==> config.mk <==
export PLATFORM = sky130hd
export DESIGN_NAME = keycode_player_flat
export DESIGN_NICKNAME = d
export VERILOG_FILES = /design/src/rtl/frogger_key_pkg.sv /design/src/rtl/keycode_player_if.sv /design/src/rtl/keycode_fifo.sv /design/src/rtl/keycode_player.sv /design/src/flat_wrapper.sv
export SDC_FILE = /design/constraint.sdc
export NUM_CORES = 1
export LEC_CHECK = 0
export CORE_MARGIN = 1.5
export CORE_UTILIZATION = 55
export DETAILED_ROUTE_END_ITERATION = 8
export PLACE_DENSITY_LB_ADDON = 0.1
export SYNTH_ARGS = -nofsm -noshare
export SYNTH_HDL_FRONTEND = slang
export SYNTH_SLANG_ARGS = --single-unit
==> constraint.sdc <==
create_clock -name Clk -period 3.5 [get_ports Clk]
set_input_delay 0.875 -clock Clk [delete_from_list [all_inputs] [get_ports Clk]]
set_output_delay 0.875 -clock Clk [all_outputs]
set_load 0.01 [all_outputs]
==> src/rtl/frogger_key_pkg.sv <==
// Shared types and constants for the scripted keyboard source that feeds the frog/arrow decode.
// Key codes are HID usage values, matching what the Nios keycode PIO reports.
package frogger_key_pkg;

    localparam logic [7:0] KEY_RIGHT = 8'h4F;
    localparam logic [7:0] KEY_LEFT  = 8'h50;
    localparam logic [7:0] KEY_DOWN  = 8'h51;
    localparam logic [7:0] KEY_UP    = 8'h52;
    localparam logic [7:0] KEY_FROG1 = 8'h59;
    localparam logic [7:0] KEY_FROG2 = 8'h5A;
    localparam logic [7:0] KEY_FROG3 = 8'h5B;

    localparam int KP_HOLD_W = 6;

    typedef struct packed {
        logic [7:0]           key;
        logic [KP_HOLD_W-1:0] hold;
        logic [KP_HOLD_W-1:0] gap;
    } key_cmd_t;

    typedef enum logic [1:0] {
        IDLE    = 2'd0,
        PRESS   = 2'd1,
        RELEASE = 2'd2
    } kp_state_t;

    // A zero frame count still means one frame, so the counters never start at zero.
    function automatic logic [KP_HOLD_W-1:0] frames_min1(input logic [KP_HOLD_W-1:0] n);
        return (n == '0) ? KP_HOLD_W'(1) : n;
    endfunction

endpackage

==> src/rtl/keycode_player_if.sv <==
// Command handshake and keycode output bundle between a script source and keycode_player.
// master = command source, slave = the player.
interface keycode_player_if #(
    parameter int FIFO_DEPTH = 4,
    parameter int HOLD_W     = 6
);
    logic                          cmd_valid;
    logic                          cmd_ready;
    logic [7:0]                    cmd_key;
    logic [HOLD_W-1:0]             cmd_hold;
    logic [HOLD_W-1:0]             cmd_gap;
    logic [15:0]                   keycode;
    logic                          key_strobe;
    logic                          busy;
    logic [$clog2(FIFO_DEPTH):0]   q_count;

    modport master (
        output cmd_valid, cmd_key, cmd_hold, cmd_gap,
        input  cmd_ready, keycode, key_strobe, busy, q_count
    );

    modport slave (
        input  cmd_valid, cmd_key, cmd_hold, cmd_gap,
        output cmd_ready, keycode, key_strobe, busy, q_count
    );
endinterface

==> src/rtl/keycode_fifo.sv <==
// Small synchronous command queue of key_cmd_t entries with registered full/empty/count.
// DEPTH must be a power of two so the pointers wrap on their own.
module keycode_fifo
    import frogger_key_pkg::*;
#(
    parameter int DEPTH = 4
) (
    input  logic                     Clk,
    input  logic                     Reset_n,
    input  logic                     flush,
    input  logic                     push,
    input  logic                     pop,
    input  key_cmd_t                 wr_data,
    output key_cmd_t                 rd_data,
    output logic                     full,
    output logic                     empty,
    output logic [$clog2(DEPTH):0]   count
);
    localparam int PTR_W = $clog2(DEPTH);
    localparam int CNT_W = PTR_W + 1;

    key_cmd_t           mem [DEPTH];
    logic [PTR_W-1:0]   wr_ptr_reg;
    logic [PTR_W-1:0]   rd_ptr_reg;
    logic [CNT_W-1:0]   count_reg;
    logic [CNT_W-1:0]   count_next;
    logic               full_reg;
    logic               empty_reg;
    logic               push_ok;
    logic               pop_ok;

    // Push looks only at the registered full flag: a full queue refuses even when popping.
    assign push_ok = push && !full_reg && !flush;
    assign pop_ok  = pop && !empty_reg && !flush;

    always_comb begin
        count_next = count_reg;
        if (push_ok && !pop_ok)
            count_next = count_reg + CNT_W'(1);
        else if (pop_ok && !push_ok)
            count_next = count_reg - CNT_W'(1);
    end

    always_ff @(posedge Clk or negedge Reset_n) begin
        if (!Reset_n) begin
            wr_ptr_reg <= '0;
            rd_ptr_reg <= '0;
            count_reg  <= '0;
            full_reg   <= 1'b0;
            empty_reg  <= 1'b1;
        end else if (flush) begin
            wr_ptr_reg <= '0;
            rd_ptr_reg <= '0;
            count_reg  <= '0;
            full_reg   <= 1'b0;
            empty_reg  <= 1'b1;
        end else begin
            if (push_ok)
                wr_ptr_reg <= wr_ptr_reg + PTR_W'(1);
            if (pop_ok)
                rd_ptr_reg <= rd_ptr_reg + PTR_W'(1);
            count_reg <= count_next;
            full_reg  <= (count_next == CNT_W'(DEPTH));
            empty_reg <= (count_next == '0);
        end
    end

    always_ff @(posedge Clk) begin
        if (push_ok)
            mem[wr_ptr_reg] <= wr_data;
    end

    assign rd_data = mem[rd_ptr_reg];
    assign full    = full_reg;
    assign empty   = empty_reg;
    assign count   = count_reg;

endmodule

==> src/rtl/keycode_player.sv <==
// Replays queued (key, hold, gap) commands as a PIO-compatible 16-bit keycode stream,
// timing presses and releases in VGA frames taken from the asynchronous vsync.
module keycode_player
    import frogger_key_pkg::*;
#(
    parameter int FIFO_DEPTH = 4,
    parameter int HOLD_W     = KP_HOLD_W
) (
    input  logic           Clk,
    input  logic           Reset_n,
    input  logic           frame_clk,
    input  logic           flush,
    keycode_player_if.slave kp
);
    logic                          fclk_meta_reg;
    logic                          fclk_sync_reg;
    logic                          fclk_prev_reg;
    logic                          frame_tick_reg;

    kp_state_t                     state_reg;
    logic [HOLD_W-1:0]             cnt_reg;
    logic [HOLD_W-1:0]             gap_reg;
    logic [7:0]                    key_reg;
    logic                          strobe_reg;

    key_cmd_t                      cmd_in;
    key_cmd_t                      head_cmd;
    logic                          fifo_full;
    logic                          fifo_empty;
    logic [$clog2(FIFO_DEPTH):0]   fifo_count;
    logic                          pop;
    logic                          last_frame;

    // vsync is unrelated to Clk: two flops for metastability, a third for the edge.
    always_ff @(posedge Clk or negedge Reset_n) begin
        if (!Reset_n) begin
            fclk_meta_reg  <= 1'b0;
            fclk_sync_reg  <= 1'b0;
            fclk_prev_reg  <= 1'b0;
            frame_tick_reg <= 1'b0;
        end else begin
            fclk_meta_reg  <= frame_clk;
            fclk_sync_reg  <= fclk_meta_reg;
            fclk_prev_reg  <= fclk_sync_reg;
            frame_tick_reg <= fclk_sync_reg && !fclk_prev_reg;
        end
    end

    assign cmd_in.key  = kp.cmd_key;
    assign cmd_in.hold = kp.cmd_hold;
    assign cmd_in.gap  = kp.cmd_gap;

    keycode_fifo #(
        .DEPTH (FIFO_DEPTH)
    ) u_fifo (
        .Clk     (Clk),
        .Reset_n (Reset_n),
        .flush   (flush),
        .push    (kp.cmd_valid),
        .pop     (pop),
        .wr_data (cmd_in),
        .rd_data (head_cmd),
        .full    (fifo_full),
        .empty   (fifo_empty),
        .count   (fifo_count)
    );

    assign last_frame = (cnt_reg <= HOLD_W'(1));

    // A new command loads from IDLE, or straight out of the last release frame.
    assign pop = frame_tick_reg && !flush && !fifo_empty &&
                 ((state_reg == IDLE) || ((state_reg == RELEASE) && last_frame));

    always_ff @(posedge Clk or negedge Reset_n) begin
        if (!Reset_n) begin
            state_reg  <= IDLE;
            cnt_reg    <= '0;
            gap_reg    <= '0;
            key_reg    <= 8'h00;
            strobe_reg <= 1'b0;
        end else begin
            strobe_reg <= 1'b0;
            if (flush) begin
                state_reg <= IDLE;
                cnt_reg   <= '0;
                key_reg   <= 8'h00;
            end else if (pop) begin
                state_reg  <= PRESS;
                key_reg    <= head_cmd.key;
                cnt_reg    <= frames_min1(head_cmd.hold);
                gap_reg    <= frames_min1(head_cmd.gap);
                strobe_reg <= (head_cmd.key != 8'h00);
            end else if (frame_tick_reg) begin
                case (state_reg)
                    PRESS: begin
                        if (!last_frame) begin
                            cnt_reg <= cnt_reg - HOLD_W'(1);
                        end else begin
                            key_reg   <= 8'h00;
                            cnt_reg   <= gap_reg;
                            state_reg <= RELEASE;
                        end
                    end
                    RELEASE: begin
                        if (!last_frame)
                            cnt_reg <= cnt_reg - HOLD_W'(1);
                        else
                            state_reg <= IDLE;
                    end
                    IDLE:    state_reg <= IDLE;
                    default: state_reg <= IDLE;
                endcase
            end
        end
    end

    assign kp.cmd_ready  = !fifo_full;
    assign kp.keycode    = {8'h00, key_reg};
    assign kp.key_strobe = strobe_reg;
    assign kp.busy       = (state_reg != IDLE) || !fifo_empty;
    assign kp.q_count    = fifo_count;

endmodule

==> src/flat_wrapper.sv <==
// flat-port wrapper written by rule: the top's interface ports become plain ports
module keycode_player_flat import frogger_key_pkg::*;
#(
    parameter int FIFO_DEPTH = 4,
    parameter int HOLD_W     = KP_HOLD_W
)
  (Clk, Reset_n, frame_clk, flush, kp_cmd_valid, kp_cmd_key, kp_cmd_hold, kp_cmd_gap, kp_cmd_ready, kp_keycode, kp_key_strobe, kp_busy, kp_q_count);
  keycode_player_if #(.FIFO_DEPTH(FIFO_DEPTH), .HOLD_W(HOLD_W)) kp_i ();
  input  logic Clk;
  input  logic Reset_n;
  input  logic frame_clk;
  input  logic flush;
  input wire logic [$bits(kp_i.cmd_valid)-1:0] kp_cmd_valid;
  input wire logic [$bits(kp_i.cmd_key)-1:0] kp_cmd_key;
  input wire logic [$bits(kp_i.cmd_hold)-1:0] kp_cmd_hold;
  input wire logic [$bits(kp_i.cmd_gap)-1:0] kp_cmd_gap;
  output wire logic [$bits(kp_i.cmd_ready)-1:0] kp_cmd_ready;
  output wire logic [$bits(kp_i.keycode)-1:0] kp_keycode;
  output wire logic [$bits(kp_i.key_strobe)-1:0] kp_key_strobe;
  output wire logic [$bits(kp_i.busy)-1:0] kp_busy;
  output wire logic [$bits(kp_i.q_count)-1:0] kp_q_count;
  assign kp_i.cmd_valid = kp_cmd_valid;
  assign kp_i.cmd_key = kp_cmd_key;
  assign kp_i.cmd_hold = kp_cmd_hold;
  assign kp_i.cmd_gap = kp_cmd_gap;
  assign kp_cmd_ready = kp_i.cmd_ready;
  assign kp_keycode = kp_i.keycode;
  assign kp_key_strobe = kp_i.key_strobe;
  assign kp_busy = kp_i.busy;
  assign kp_q_count = kp_i.q_count;
  keycode_player #(.FIFO_DEPTH(FIFO_DEPTH), .HOLD_W(HOLD_W)) u_core (.Clk(Clk), .Reset_n(Reset_n), .frame_clk(frame_clk), .flush(flush), .kp(kp_i));
endmodule
Word level (Yosys, flattened, before mapping)
Memory sizes are Yosys's and may differ from the RTL's.
Index checks and enable logic that the tools add are counted.
{"block": "word_totals", "ff_bits": 36, "ram_bits": 80, "input_bits": 25, "output_inout_bits": 22, "wordCells": 95, "n_memories": 1}
{"block": "classes", "add_sub_neg": 5, "magnitude_cmp": 1, "eq_ne": 6, "n_mux": 32, "bitwise": 1, "n_reduce_logical": 35}
{"memory": "u_core.u_fifo.mem", "depth": 4, "width": 20, "read_ports": 1, "rd_ports_with_merged_regs": 0, "write_ports": 1, "line": "keycode_fifo.sv:22", "text": "key_cmd_t mem [DEPTH];"}
{"operator": "6-bit two-way mux", "n": 7}
{"operator": "8-bit two-way mux", "n": 5}
{"operator": "2-bit two-way mux", "n": 9}
{"operator": "6-bit zero test", "n": 2}
{"operator": "6-bit one-hot mux with 2 select lines", "n": 1}
{"operator": "1-bit logical AND", "n": 11}
{"operator": "3-bit two-way mux", "n": 3}
{"operator": "3-bit AND reduction", "n": 3}
{"operator": "3-bit nonzero test", "n": 3}
{"operator": "4-bit by 3-bit != test with 1-bit output (second input constant)", "n": 2}
{"operator": "8-bit nonzero test", "n": 1}
{"operator": "6-bit by 1-bit <= comparator with 1-bit output (second input constant)", "n": 1}
{"operator": "1-bit zero test", "n": 6}
{"operator": "1-bit two-way mux", "n": 6}
{"operator": "2-bit nonzero test", "n": 3}
{"operator": "6-bit by 1-bit subtractor with 6-bit output (second input constant)", "n": 1}
{"operator": "2-bit by 1-bit adder with 2-bit output (second input constant)", "n": 2}
{"operator": "4-bit != test (second input constant)", "n": 1}
{"operator": "2-bit one-hot mux with 2 select lines", "n": 1}
{"operator": "4-bit nonzero test", "n": 1}
{"operator": "3-bit by 1-bit adder with 3-bit output (second input constant)", "n": 1}
{"operator": "3-bit == test (second input constant)", "n": 1}
{"operator": "3-bit zero test", "n": 1}
{"operator": "3-bit by 1-bit subtractor with 3-bit output (second input constant)", "n": 1}
{"operator": "other kinds (6)", "n": 7}

Longest topological paths before layout
Gate-level depths: netlist of the first run.
{"block": "depth", "depth_word": 11, "ltp_mapped": 8, "ltp_nobuf": 7}

Hierarchy
From an unflattened synthesis of the first run, not the netlist that was laid out.
{"block": "hier_totals", "hier_cells": 297, "hier_area_um2": 4906.0}
{"module": "keycode_fifo", "instances": 1, "cells_each": 162, "area_per_inst_um2": 3449.6, "seq_area_each_um2": 2628.8}
{"module": "keycode_player", "instances": 1, "cells_each": 135, "area_per_inst_um2": 1456.4, "seq_area_each_um2": 675.6}

Least setup slack after synthesis of the first run
Ideal clock, no wire load.
{"block": "synth_path", "path_kind": "input to register", "start": "input flush", "end": "memory u_core.u_fifo.mem[0][0] (netlist bit), enable pin", "setup_ns": 0.378, "arrival_ns": 2.157, "t_required_ns": 3.122, "setup_slack_ns": 0.965, "cell_stages": 3, "n_path_buf": 1, "path_cell_list": "clkbuf_8 -> nor3b_1 -> and2_1"}
{"block": "synth_via", "elab_chain_len": 4}
{"element": "start, declared", "line": "flat_wrapper.sv:12", "text": "input logic flush;"}
{"element": "1-bit zero test", "line": "keycode_fifo.sv:33", "text": "assign push_ok = push && !full_reg && !flush;"}
{"element": "1-bit logical AND", "line": "keycode_fifo.sv:33"}
{"element": "1-bit two-way mux", "line": "keycode_fifo.sv:69", "text": "if (push_ok)"}
{"element": "1-bit two-way mux (not written as such)", "line": "keycode_fifo.sv:70", "text": "mem[wr_ptr_reg] <= wr_data;"}
{"element": "end, declared", "line": "keycode_fifo.sv:22"}
Every way passes these cells.

Worst setup path in the final report of the first run
{"block": "layout_path", "start": "register u_core.u_fifo.empty_reg (netlist: u_core.u_fifo.empty)", "end": "output kp_busy"}
{"block": "layout_via", "elab_chain_len": 2}
{"element": "start, declared", "line": "keycode_fifo.sv:28", "text": "logic empty_reg;"}
{"element": "start signal, assigned", "line": "keycode_fifo.sv:64", "text": "empty_reg <= (count_next == '0);"}
{"element": "1-bit zero test", "line": "keycode_player.sv:120", "text": "assign kp.busy = (state_reg != IDLE) || !fifo_empty;"}
{"element": "1-bit logical OR", "line": "keycode_player.sv:120"}
{"element": "end, declared", "line": "flat_wrapper.sv:20", "text": "output wire logic [$bits(kp_i.busy)-1:0] kp_busy;"}
Every way passes these cells.

==> reports/metrics.cfg, run 1 <==
[place]
dp_hpwl_microns=5750
post-place-cells=453
place_congestion=0.839
numPortBuffers=38

[timing]
fin_crit_ns=2.85
fin_tns_setup_ns=0
rsz0062_at_grt=false
final_hold_viol_count=0
tightestPinTransition_ns=0.818
setup_viol=0
post-route-period-util=0.815
max_freq_mhz=350
max-slew-margin-rel=0.454
drv_slew=0
fin_skew_ns=0.00779

[global_route]
grt_max_degree=37
track_usage=0.221
grt_pass1_wl_microns=15400
grt_pass1_vias=2917
antenna_found_initial=0
overflow=0

[logic_synthesis]
ys_seq_elements=116
ys_types=55
synthMuxAreaShare=0.111
yosysMostFrequentCell=edfxtp_1
synth-main-ff-cell=edfxtp_1
synth_common_cells=edfxtp_1, dfrtp_1, nand2_1
syn_inst=310
yosysTopAreaCell=edfxtp_1
synth_compound_area_frac=0.0589
synth_top_family_by_area=multiplexers
synth.top_cell.area_share=0.490
avgSynthCellArea_sq_um=15.8
synth-simple-area-share=0.0826
synthArstFlopShare=0.310
synthAdderAreaFrac=0.0204
yosys-top-cells-area=edfxtp_1, dfrtp_1, mux4_2, ha_1, nand2_1
synth_edf_count=80
netlist_area_sq_um=4910
synth_warnings=0
post_synth_xor_area_fraction=0.0196
ys_seq_area_frac=0.674

[power]
ir_drop_mv=0.395
p_leak_nw=2.23
p_comb_frac=0.163
seqPwrFrac=0.413
p_int_mw=3.01
pwr_density_cell_nw_per_um2=682
pwr-share-clk=0.424
switching_power_mw=1.07
switching_share=0.262

[cts]
clk_pin_slew_worst_paths_ns=0.06
cts_sinks=116
cts_buffer_depth=2
htreeDepth=4
clockRootBuffer=clkbuf_8
clock_latency_ns=0.52
cts_tree=done
cts_inserted_buffers=17
holdBufCountCts=0
post_cts_resized=0
post_cts_buffers=0

[final_layout]
largest_reg_flops=80
n_fill_cell=611
seq_area_sq_um=3300
fin_nets=397
multiInputGateArea_sq_um=1470
drive_gt1_frac=0.188
diodes=0
finalNonFillerCells=485
area_growth_pct=21.8

[detailed_routing]
wl_per_cell_microns=19.4
detail-route-antenna-nets=0
dr.pass1.iters=4
dr_wl_met3_microns=453
drc=0
vias=2748
vias_per_cell=5.67
met1Wirelength_microns=3970
drt-initial-drc-count=142
routed_wl_microns=9390
top_layer=met4
dr_wl_met2_microns=4870

[setup_path]
reg2reg_slack_ns=1.05
r2r_cells=5
slowest_stage=dfstp_2
startpoint_type=flip-flop
slowest_delay_ns=0.58
worst-endpoint-arrival_ns=1.98
worst_ep_required_time_ns=2.62
worstPathCellList=inv_1 > or3_1 > clkdlybuf4s50_1
timing.rr.end=u_core.u_fifo.empty
critPathKind=flip-flop to primary output
cp_max_fo=5
crit_path_end_kind=primary output
rr_startpoint=u_core.cnt_reg[3]

[min_path]
worstHoldPathType=flip-flop to flip-flop
whs_endpoint=u_core.fclk_sync_reg
worstHoldStart=u_core.fclk_meta_reg
min_path_cells=0

[floorplanning]
io_pins=47
start_util=0.565
coreArea_sq_um=8680
die_w_microns=97.4
rows=34
die_h_microns=97.4
die-area_sq_um=9500

[flow_run]
maxCapViolations=0

[outcome]
status=completed

## routing by layer
layer | global-route usage | vias to the layer above
li1 | - | 1281
met3 | 0.0626 | 10
met2 | 0.365 | 73
met5 | 0 | -
met4 | 0.0791 | 0
met1 | 0.281 | 1384
## cells in the final DEF, fill, tap and decap left out, drive strengths merged, types with 14 or more instances in the layout
master,instances
dfrtp,35
inv,15
mux4,20
clkdlybuf4s50,37
edfxtp,80
nand2,22
nor2,14
clkbuf,19
## stage by stage
stage	worst slack [ns]	hold slack, ns	util	total power [mW]	cell area, sq um
2_1_floorplan	0.965	0.331	-	2.17	4930
3_5_place_dp	0.660	0.338	0.620	2.36	5380
6_report	0.646	0.359	0.689	4.08	5980
4_1_cts	0.623	0.361	0.689	4.11	5980
3_3_place_gp	0.695	0.346	0.620	2.36	5380
5_1_grt	0.582	0.373	0.689	4.25	5980
## final cells by class
| cell class | instances | share of cell area |
|---|---|---|
| flip-flops and latches | 116 | 0.553 |
| multi-input cells | 172 | 0.245 |
| repair buffers | 46 | 0.0728 |
| clock buffers | 19 | 0.0705 |
| clock inverters | 13 | 0.0291 |
| well taps | 108 | 0.0226 |
| inverters | 11 | 0.00691 |
## critical path: cells and delay by family, from the launching register on
family	cells	cell delay, ns
buffers and inverters	2	0.54
DFF	1	0.58
and+or+nand+nor	1	0.35
## power by group through the flow
stage	logic [mW]	clock network (mW)	registers (mW)
floorplan	0.486	0	1.68
global placement	0.653	0	1.70
detailed placement	0.657	0	1.71
CTS	0.667	1.75	1.68
global route	0.740	1.81	1.70
finish	0.665	1.73	1.69
## how the worst max path moves through the flow
stage,start,end,slack (ns),cells past startpoint
5_1_grt,u_core.u_fifo.empty,kp_busy,0.58,3
2_1_floorplan,flush,u_core.u_fifo.mem[0][0],0.96,3
3_3_place_gp,flush,u_core.u_fifo.empty,0.69,7
4_1_cts,u_core.u_fifo.empty,kp_busy,0.62,3
3_5_place_dp,flush,u_core.u_fifo.full,0.66,7
6_report,u_core.u_fifo.empty,kp_busy,0.65,3
## kinds of logic after synthesis
kind of cell	Yosys count
buf+inv	29
mux	29
simple gates	76
compound gates	40
fa+ha+maj	8
xor+xnor	11
other cells	1
flops	116
(Power assumes the default switching activity.)
==> inputs of run 2 (changes only) <==
--- a/config.mk
+++ b/config.mk
@@ -6,7 +6,7 @@
 export NUM_CORES = 1
 export LEC_CHECK = 0
 export CORE_MARGIN = 1.5
-export CORE_UTILIZATION = 55
+export CORE_UTILIZATION = 51
 export DETAILED_ROUTE_END_ITERATION = 8
 export PLACE_DENSITY_LB_ADDON = 0.1
 export SYNTH_ARGS = -nofsm -noshare
==> constraint.sdc (replaced) <==
create_clock -name Clk -period 2.41 [get_ports Clk]
set_input_delay 0.6025 -clock Clk [delete_from_list [all_inputs] [get_ports Clk]]
set_output_delay 0.6025 -clock Clk [all_outputs]
set_load 0.01 [all_outputs]
==> run 2 against run 1 <==
  * Critical path depth is 3 higher
  * Non-clock buffer count increased by 8
  * Hold slack lost 0.16 ns
  * Sequential power increased by 44%
  * Clock skew is 0.0018 ns higher
  * Register-to-register slack worse by 0.92 ns
  * Power rose by 51%
  * First-iteration DRC count shrank 25%
==> reports/metrics.cfg, run 2 (same netlist as run 1, synthesis figures left out) <==
[cts]
clockRootBuffer=clkbuf_8
cts_inserted_buffers=17  ; unchanged
htreeDepth=4  ; unchanged
clock_latency_ns=0.51  ; about the same
holdBufCountCts=0  ; unchanged
cts_buffer_depth=2  ; unchanged
clk_pin_slew_worst_paths_ns=0.06  ; about the same
cts_tree=done
cts_sinks=116  ; unchanged

[global_route]
overflow=0  ; unchanged
grt_pass1_wl_microns=15200  ; -1.5%
antenna_found_initial=0  ; unchanged
grt_pass1_vias=2930  ; +0.45%
grt_max_degree=37  ; unchanged
track_usage=0.208  ; -0.0130

[setup_path]
crit_path_end_kind=flip-flop
slowest_delay_ns=0.52  ; -0.06 ns
cp_max_fo=9  ; +4
critPathKind=flip-flop to flip-flop
worst_ep_required_time_ns=2.80  ; +0.18 ns
worstPathCellList=inv_1 > ha_1 > or3b_2 > and4_1 > and2_1 > a311o_1
startpoint_type=flip-flop
worst-endpoint-arrival_ns=2.67  ; +0.69 ns
slowest_stage=or3b_2

[place]
dp_hpwl_microns=5720  ; -0.50%
place_congestion=0.825  ; -1.7%
numPortBuffers=38  ; unchanged
post_dp_cell_area_sq_um=5520  ; +2.6%

[detailed_routing]
drt-initial-drc-count=107  ; -25%
routed_wl_microns=9360  ; -0.37%
vias_per_cell=5.41  ; -4.5%
drc=0  ; unchanged
wl_per_cell_microns=18.2  ; -6.0%
vias=2780  ; +1.2%
dr.pass1.iters=5  ; +1
detail-route-antenna-nets=0  ; unchanged

[timing]
fin_skew_ns=0.00955  ; +0.00177 ns
drv_slew=0  ; unchanged
max-slew-margin-rel=0.427  ; -0.0272
fin_crit_ns=2.28
hold_slack_ns=0.201  ; -0.159 ns
final_hold_viol_count=0  ; unchanged
setup_viol=0  ; unchanged
rsz0062_at_grt=false
post-route-period-util=0.946
tightestPinTransition_ns=0.859  ; +0.0408 ns
max_freq_mhz=438

[floorplanning]
die_h_microns=101  ; +3.7%
rows=35  ; +2.9%
io_pins=47  ; unchanged
start_util=0.528  ; -0.0369
die-area_sq_um=10200  ; +7.6%
coreArea_sq_um=9280  ; +7.0%
die_w_microns=101  ; +3.7%

[outcome]
status=completed

[power]
pwr_density_cell_nw_per_um2=997  ; +46%
power_mw=6.15  ; +51%
ir_drop_mv=0.934  ; +140%
p_leak_nw=2.31  ; +3.6%

[final_layout]
drive_gt1_frac=0.208  ; +0.0195
largest_reg_flops=80  ; unchanged
multiInputGateArea_sq_um=1470  ; +0.26%
final_common_cell=edfxtp_1
fin_area_sq_um=6170  ; +3.2%
seq_area_sq_um=3300  ; unchanged
final_cell_mix=edfxtp_1, clkdlybuf4s50_1, dfrtp_1, nand2_1, mux4_2
diodes=0  ; unchanged
area_growth_pct=25.8
fin_nets=405  ; +2.0%
n_fill_cell=683  ; +12%
fin_util=0.665  ; -0.0240

[min_path]
worstHoldPathType=input pin to asynchronous set/reset pin

[flow_run]
maxCapViolations=0  ; unchanged

[run 2: worst paths after layout]
kind                                         to                  from  depth (start not counted)  slack (ns)
min in group Clk           u_core.fclk_sync_reg  u_core.fclk_meta_reg                          0        0.38
min                           u_core.cnt_reg[4]               Reset_n                          1        0.20
max in group asynchronous   u_core.state_reg[0]               Reset_n                          1        1.65
max reg2reg                   u_core.cnt_reg[5]     u_core.cnt_reg[0]                          6        0.13
max                           u_core.cnt_reg[5]     u_core.cnt_reg[0]                          6        0.13
min reg2reg                u_core.fclk_sync_reg  u_core.fclk_meta_reg                          0        0.38
[run 2: what timing repair did]
| action | in CTS | in global routing |
|---|---|---|
| hold endpoints to repair | 0 | 0 |
| setup buffers | 1 | 0 |
| gates resized for setup | 1 | 2 |
| setup endpoints to repair | 1 | 9 |
[run 2: worst max-delay path: cells and delay by family, from the launching register on]
kind | cells | cell delay [ns]
and+or+nand+nor | 3 | 1.11
DFF | 1 | 0.44
AOI/OAI and AO/OA | 1 | 0.31
adders and majority gates | 1 | 0.25
buffers and inverters | 1 | 0.07
[run 2: layout make-up]
cell class                 count  share of cell area
clock buffer                  20              0.0706
clock inverter                12              0.0326
timing repair buffer          54              0.0904
inverter                      11             0.00669
sequential                   116               0.535
tap                          129              0.0262
multi-input combinational    172               0.238
[run 2: layer usage]
| layer | part of all wire | vias to the layer above | track usage |
|---|---|---|---|
| li1 | - | 1295 | - |
| met1 | 0.43 | 1413 | 0.264 |
| met2 | 0.51 | 62 | 0.344 |
| met3 | 0.044 | 10 | 0.0583 |
| met4 | 0.012 | 0 | 0.0748 |
| met5 | 0 | - | 0 |
[run 2: report_power, final]
part / leakage (nW) / internal [mW] / switching (mW) / total [mW]
registers: 1.20 / 2.31 / 0.125 / 2.43
clock network: 0.306 / 1.81 / 0.869 / 2.68
logic: 0.805 / 0.515 / 0.524 / 1.04
[run 2: through the flow]
| step | cells | TNS [ns] | setup WS, ns |
|---|---|---|---|
| 2_1_floorplan | 317 | 0 | 0.147 |
| 3_3_place_gp | 481 | 0 | 0.0799 |
| 3_5_place_dp | 481 | -0.00786 | -0.00786 |
| 4_1_cts | 514 | 0 | 0.0574 |
| 5_1_grt | 514 | 0 | 0.0135 |
| 6_report | 514 | 0 | 0.129 |
